### src/rtl/mul_div_unit_if.sv
// Handshake/result bundle between the EX stage and the mul/div unit.
// master = pipeline side, slave = mul_div_unit.
interface mul_div_unit_if;
    logic        op_valid;
    logic [1:0]  op;
    logic [31:0] src_a;
    logic [31:0] src_b;
    logic        stallreq;
    logic        hi_we;
    logic        lo_we;
    logic [31:0] hi_o;
    logic [31:0] lo_o;

    modport master (
        output op_valid, op, src_a, src_b,
        input  stallreq, hi_we, lo_we, hi_o, lo_o
    );

    modport slave (
        input  op_valid, op, src_a, src_b,
        output stallreq, hi_we, lo_we, hi_o, lo_o
    );
endinterface

### src/rtl/mul_div_unit.sv
// Multi-cycle MULT/MULTU/DIV/DIVU unit for EX; stalls the pipe while busy.
// Ports: clk, rst (sync, active-high), flush, ex_stall, bus (slave):
//   op_valid/op/src_a/src_b in; stallreq, hi_we/lo_we, hi_o/lo_o out.
// MDU_FAST_MUL_EN: single-cycle array multiply instead of 32-step shift-add.
module mul_div_unit (
    input  logic           clk,
    input  logic           rst,
    input  logic           flush,
    input  logic           ex_stall,
    mul_div_unit_if.slave  bus
);

    typedef enum logic [1:0] {
        S_IDLE,
        S_MUL,
        S_DIV,
        S_DONE
    } state_t;

    state_t      state_q, state_d;
    logic [63:0] acc_q, acc_d;
    logic [31:0] b_q, b_d;
    logic [5:0]  cnt_q, cnt_d;
    logic        neg_q, neg_d;
    logic        rneg_q, rneg_d;
    logic [31:0] hi_q, hi_d;
    logic [31:0] lo_q, lo_d;

    logic        sgn_op;
    logic        accept;
    logic [31:0] abs_a;
    logic [31:0] abs_b;
    logic [32:0] div_diff;
    logic [63:0] div_nx;
`ifdef MDU_FAST_MUL_EN
    logic [65:0] fast_p;
`else
    logic [32:0] mul_sum;
    logic [63:0] mul_nx;
`endif

    assign sgn_op = ~bus.op[0];
    assign accept = (state_q == S_IDLE) && bus.op_valid && !flush;
    assign abs_a  = (sgn_op && bus.src_a[31]) ? -bus.src_a : bus.src_a;
    assign abs_b  = (sgn_op && bus.src_b[31]) ? -bus.src_b : bus.src_b;

    // Restoring step: trial-subtract divisor from shifted remainder.
    assign div_diff = acc_q[63:31] - {1'b0, b_q};
    assign div_nx   = div_diff[32] ? {acc_q[62:0], 1'b0}
                                   : {div_diff[31:0], acc_q[30:0], 1'b1};

`ifdef MDU_FAST_MUL_EN
    // Operands are magnitudes, so the 33-bit sign extension is zero.
    assign fast_p = {{33{1'b0}}, 1'b0, b_q} * {{33{1'b0}}, 1'b0, acc_q[31:0]};
`else
    // Shift-add: multiplier sits in acc[31:0] and drains out the bottom.
    assign mul_sum = {1'b0, acc_q[63:32]} + (acc_q[0] ? {1'b0, b_q} : 33'd0);
    assign mul_nx  = {mul_sum, acc_q[31:1]};
`endif

    always_comb begin
        state_d = state_q;
        acc_d   = acc_q;
        b_d     = b_q;
        cnt_d   = cnt_q;
        neg_d   = neg_q;
        rneg_d  = rneg_q;
        hi_d    = hi_q;
        lo_d    = lo_q;
        unique case (state_q)
            S_IDLE: begin
                if (accept) begin
                    acc_d  = {32'd0, abs_a};
                    b_d    = abs_b;
                    cnt_d  = 6'd0;
                    neg_d  = sgn_op & (bus.src_a[31] ^ bus.src_b[31]);
                    rneg_d = sgn_op & bus.src_a[31];
                    if (bus.op[1] && (bus.src_b == 32'd0)) begin
                        state_d = S_DONE;
                        hi_d    = bus.src_a;
                        lo_d    = 32'hFFFF_FFFF;
                    end else begin
                        state_d = bus.op[1] ? S_DIV : S_MUL;
                    end
                end
            end
            S_MUL: begin
`ifdef MDU_FAST_MUL_EN
                state_d      = S_DONE;
                {hi_d, lo_d} = neg_q ? -fast_p[63:0] : fast_p[63:0];
`else
                acc_d = mul_nx;
                cnt_d = cnt_q + 6'd1;
                if (cnt_q == 6'd31) begin
                    state_d      = S_DONE;
                    {hi_d, lo_d} = neg_q ? -mul_nx : mul_nx;
                end
`endif
            end
            S_DIV: begin
                acc_d = div_nx;
                cnt_d = cnt_q + 6'd1;
                if (cnt_q == 6'd31) begin
                    state_d = S_DONE;
                    lo_d    = neg_q ? -div_nx[31:0] : div_nx[31:0];
                    hi_d    = rneg_q ? -div_nx[63:32] : div_nx[63:32];
                end
            end
            S_DONE: begin
                if (!ex_stall) begin
                    state_d = S_IDLE;
                end
            end
        endcase
        // Flush beats acceptance and completion; keep the old result.
        if (flush) begin
            state_d = S_IDLE;
            hi_d    = hi_q;
            lo_d    = lo_q;
        end
    end

    always_ff @(posedge clk) begin
        if (rst) begin
            state_q <= S_IDLE;
            acc_q   <= 64'd0;
            b_q     <= 32'd0;
            cnt_q   <= 6'd0;
            neg_q   <= 1'b0;
            rneg_q  <= 1'b0;
            hi_q    <= 32'd0;
            lo_q    <= 32'd0;
        end else begin
            state_q <= state_d;
            acc_q   <= acc_d;
            b_q     <= b_d;
            cnt_q   <= cnt_d;
            neg_q   <= neg_d;
            rneg_q  <= rneg_d;
            hi_q    <= hi_d;
            lo_q    <= lo_d;
        end
    end

    assign bus.stallreq = accept || (state_q == S_MUL) || (state_q == S_DIV);
    assign bus.hi_we    = (state_q == S_DONE) && !flush;
    assign bus.lo_we    = (state_q == S_DONE) && !flush;
    assign bus.hi_o     = hi_q;
    assign bus.lo_o     = lo_q;

endmodule

### src/flat_wrapper.sv
// flat-port wrapper written by rule: the top's interface ports become plain ports
module mul_div_unit_flat 
  (clk, rst, flush, ex_stall, bus_op_valid, bus_op, bus_src_a, bus_src_b, bus_stallreq, bus_hi_we, bus_lo_we, bus_hi_o, bus_lo_o);
  mul_div_unit_if bus_i ();
  input  logic clk;
  input  logic rst;
  input  logic flush;
  input  logic ex_stall;
  input wire logic [$bits(bus_i.op_valid)-1:0] bus_op_valid;
  input wire logic [$bits(bus_i.op)-1:0] bus_op;
  input wire logic [$bits(bus_i.src_a)-1:0] bus_src_a;
  input wire logic [$bits(bus_i.src_b)-1:0] bus_src_b;
  output wire logic [$bits(bus_i.stallreq)-1:0] bus_stallreq;
  output wire logic [$bits(bus_i.hi_we)-1:0] bus_hi_we;
  output wire logic [$bits(bus_i.lo_we)-1:0] bus_lo_we;
  output wire logic [$bits(bus_i.hi_o)-1:0] bus_hi_o;
  output wire logic [$bits(bus_i.lo_o)-1:0] bus_lo_o;
  assign bus_i.op_valid = bus_op_valid;
  assign bus_i.op = bus_op;
  assign bus_i.src_a = bus_src_a;
  assign bus_i.src_b = bus_src_b;
  assign bus_stallreq = bus_i.stallreq;
  assign bus_hi_we = bus_i.hi_we;
  assign bus_lo_we = bus_i.lo_we;
  assign bus_hi_o = bus_i.hi_o;
  assign bus_lo_o = bus_i.lo_o;
  mul_div_unit u_core (.clk(clk), .rst(rst), .flush(flush), .ex_stall(ex_stall), .bus(bus_i));
endmodule
### config.mk
export PLATFORM = sky130hd
export DESIGN_NAME = mul_div_unit_flat
export DESIGN_NICKNAME = d
export VERILOG_FILES = /design/src/rtl/mul_div_unit_if.sv /design/src/rtl/mul_div_unit.sv /design/src/flat_wrapper.sv
export SDC_FILE = /design/constraint.sdc
export NUM_CORES = 1
export LEC_CHECK = 0
export ABC_AREA = 1
export CAP_MARGIN = 0
export CORE_UTILIZATION = 36
export CTS_BUF_LIST = sky130_fd_sc_hd__clkbuf_8
export CTS_CLUSTER_SIZE = 14
export DETAILED_ROUTE_END_ITERATION = 8
export DONT_BUFFER_PORTS = 1
export PLACE_DENSITY = 0.5
export SLEW_MARGIN = 40
export SYNTH_ARGS = -nofsm -noshare
export SYNTH_HDL_FRONTEND = slang
export SYNTH_SLANG_ARGS = --single-unit
### constraint.sdc
create_clock -name clk -period 4.76 [get_ports clk]
set_clock_uncertainty 0.1 [all_clocks]
set_input_delay 0.714 -clock clk [delete_from_list [all_inputs] [get_ports clk]]
set_output_delay 0.714 -clock clk [all_outputs]
set_load 0.01 [all_outputs]
==> out/metrics.cfg <==
[power_and_ir_drop]
power.total_mw = 4.20
p_leak_nw = 10.1
powerDensity_mw_per_mm2 = 212
ir_drop_mv = 0.213

[logic_synthesis]
yosys-top-cells-area = nand2_1, dfxtp_1, inv_1, o21ai_0, nor2_1
synth_cell_types = 57
synth.avg_cell_area_um2 = 5.55
yosys_warnings = 0
synth.yosys.seq_area_share_pct = 18.3
yosys_most_used_dff = dfxtp_1
yosysTopAreaCellShare_pct = 20.4
syn_area_mm2 = 0.0186
ys_ff_latch = 170
async_flop_share_pct = 0
syn_nets = 3496
synth_edf_count = 0
synth_cells = 3349
synth_top_cell_by_area = nand2_1

[timing]
min_period_ns = 4.48
min_period_over_period_pct = 94.1
setup_tns_ns = 0
max_clock_freq_mhz = 223
hold_viol_final = 0
worst_slew_pin_slew_ns = 0.831
setup_violations = 0
maxSlewViolCount = 0
slew_headroom_pct = 43.9

[critical_path]
cp-end-kind = flop
reg2reg_slack_ns = 0.28
cp_slowest_cell = dfxtp_1
start_kind = flop
crit_type = flop to flop
cp_max_fo = 23
reg2reg_to = u_core.bus.hi_o[23]$_SDFFE_PP0P_
rr_worst_depth = 26
r2r_start = u_core.acc_q[31]$_SDFFE_PP0P_
crit_path_frequent_cell = nand2_1
crit_required_ns = 5.20
critical_path_arrival_ns = 4.92
max_stage_delay_ns = 0.43

[cts]
post-cts-setup-buffer-count = 0
clock_latency_ns = 0.62
cts_buffers = 17
cts_resized = 0
cts_buffer_depth = 2
cts_tree = built
h-tree-depth = 4
postCtsHoldBufs = 0
cts.clk_slew.worst_paths_ns = 0.12
cts_root_buffer = clkbuf_8
cts_sinks = 170

[die]
die_h_um = 229
core_area_mm2 = 0.0506
die_area_mm2 = 0.0525
rows = 82
die_width_um = 229
io_pins = 138
start_util_pct = 36.7

[worst_hold_path]
min_path_type = primary input to flop
min_path_cells = 1
hold_start = rst
whs_endpoint = u_core.acc_q[24]$_SDFFE_PP0P_

[flow_run]
drv_cap = 0

[cells_and_area]
stdcell_count = 3990
fin_nets = 3452
layout_common_cells = nand2_1, inv_1, nor2_1, o21ai_0, nand3_1
diodes = 0
fin_util_pct = 39.1
final_common_cell = nand2_1
area_growth_syn_to_layout_pct = 6.55
layout-drive-gt1-share_pct = 6.12

[routing]
vias = 22647
m1WireLength_um = 44400
routedWlPerCell_um = 23.3
wl_met3_um = 9140
avgViaCountPerCell = 5.68
drc = 0
routed_wl_um = 92900
drtPass1Iterations = 7
final_antenna_net_count = 0
met2_length_um = 37700
top_layer_used = met5
drt_iter0_markers = 2631

[global_route]
grt_max_degree = 88
grt_pass1_wl_um = 137000
grt_pass1_vias = 20381
antenna_found_initial = 3
grt_usage_pct = 34.9
overflow = 0

[placed_design]
dp_hpwl_um = 74900
dp_cells = 3958
routabilityCongestion = 1.01
port_buffers = 0

[outcome]
outcome = finished clean

worst max-delay path, delay by kind of cell (launching register included):
kind	cells	cell delay, ns
buf+inv	2	0.27
fa+ha+maj	2	0.67
simple gates	21	2.76
compound gates	1	0.15
flops	1	0.43
how the worst max path moves through the flow:
stage | startpoint | endpoint | slack, ns | depth (start not counted)
final | u_core.acc_q[31]$_SDFFE_PP0P_ | u_core.bus.hi_o[23]$_SDFFE_PP0P_ | 0.28 | 26
after detailed placement | u_core.acc_q[31]$_SDFFE_PP0P_ | u_core.bus.hi_o[26]$_SDFFE_PP0P_ | 0.35 | 26
after global placement | u_core.b_q[19]$_SDFFE_PP0P_ | u_core.bus.hi_o[26]$_SDFFE_PP0P_ | 0.35 | 22
after CTS | u_core.acc_q[31]$_SDFFE_PP0P_ | u_core.bus.hi_o[26]$_SDFFE_PP0P_ | 0.30 | 27
after global routing | u_core.b_q[19]$_SDFFE_PP0P_ | u_core.bus.hi_o[26]$_SDFFE_PP0P_ | -0.01 | 24
after floorplan | u_core.acc_q[0]$_SDFFE_PP0P_ | u_core.bus.hi_o[31]$_SDFFE_PP0P_ | 1.20 | 26
cell families (layout without fill, tap and decap cells):
kind of cell             after synthesis  count (layout)  synth area share (%)
buffers and inverters                589             558                  12.5
XOR/XNOR                              60              60                  2.83
flip-flops                           170             170                  18.3
AND/OR/NAND/NOR                     1787            1787                  40.5
AO/OA/AOI/OAI                        667             667                  20.6
adder cells (fa/ha/maj)               76              76                  5.20
layout make-up:
cell class / count / area (µm²)
timing repair buffer: 72 / 557
sequential: 170 / 3400
tap: 672 / 841
clock buffer: 19 / 262
multi-input combinational: 2590 / 12900
clock inverter: 13 / 129
fill: 5793 / 30800
inverter: 454 / 1710
cells in the mapped netlist, drive strengths merged, types with 7 or more instances:
cell type	number
a21oi	219
a31oi	27
a41oi	12
and2	8
buf	27
clkbuf	108
dfxtp	170
ha	74
inv	450
nand2	1052
nand3	223
nand3b	18
nand4	35
nor2	352
nor3	68
nor4	13
o2111ai	12
o211ai	38
o21ai	271
o21bai	8
o221ai	14
o22ai	28
o31ai	7
or2	10
xnor2	29
xor2	31
registers in the layout, summed over array words and instances (netlist names):
name / cells
u_core.acc_q: 64
u_core.b_q: 32
u_core.bus.hi_o: 32
u_core.bus.lo_o: 32
u_core.cnt_q: 6
u_core.state_q: 2
u_core.neg_q: 1
u_core.rneg_q: 1
per-layer routing:
layer,up-vias,track usage (%)
li1,10843,-
met1,10672,52.2
met2,1036,49.9
met3,92,8.09
met4,4,7.42
met5,-,0
power breakdown:
group	internal [mW]	switching [mW]	total, mW	leakage (nW)
sequential	1.49	0.107	1.59	1.38
clock	0.454	0.715	1.17	0.200
combinational	0.390	1.05	1.44	8.51
through the flow:
| step | cell area (µm²) | hold slack (ns) | worst slack, ns |
|---|---|---|---|
| 2_1_floorplan | 18600 | 0.359 | 1.20 |
| 3_3_place_gp | 19400 | 0.372 | 0.350 |
| 3_5_place_dp | 19400 | 0.373 | 0.352 |
| 4_1_cts | 19800 | 0.0466 | 0.302 |
| 5_1_grt | 19800 | 0.0516 | -0.0110 |
| 6_report | 19800 | 0.0786 | 0.281 |
(Power assumes the default switching activity.)
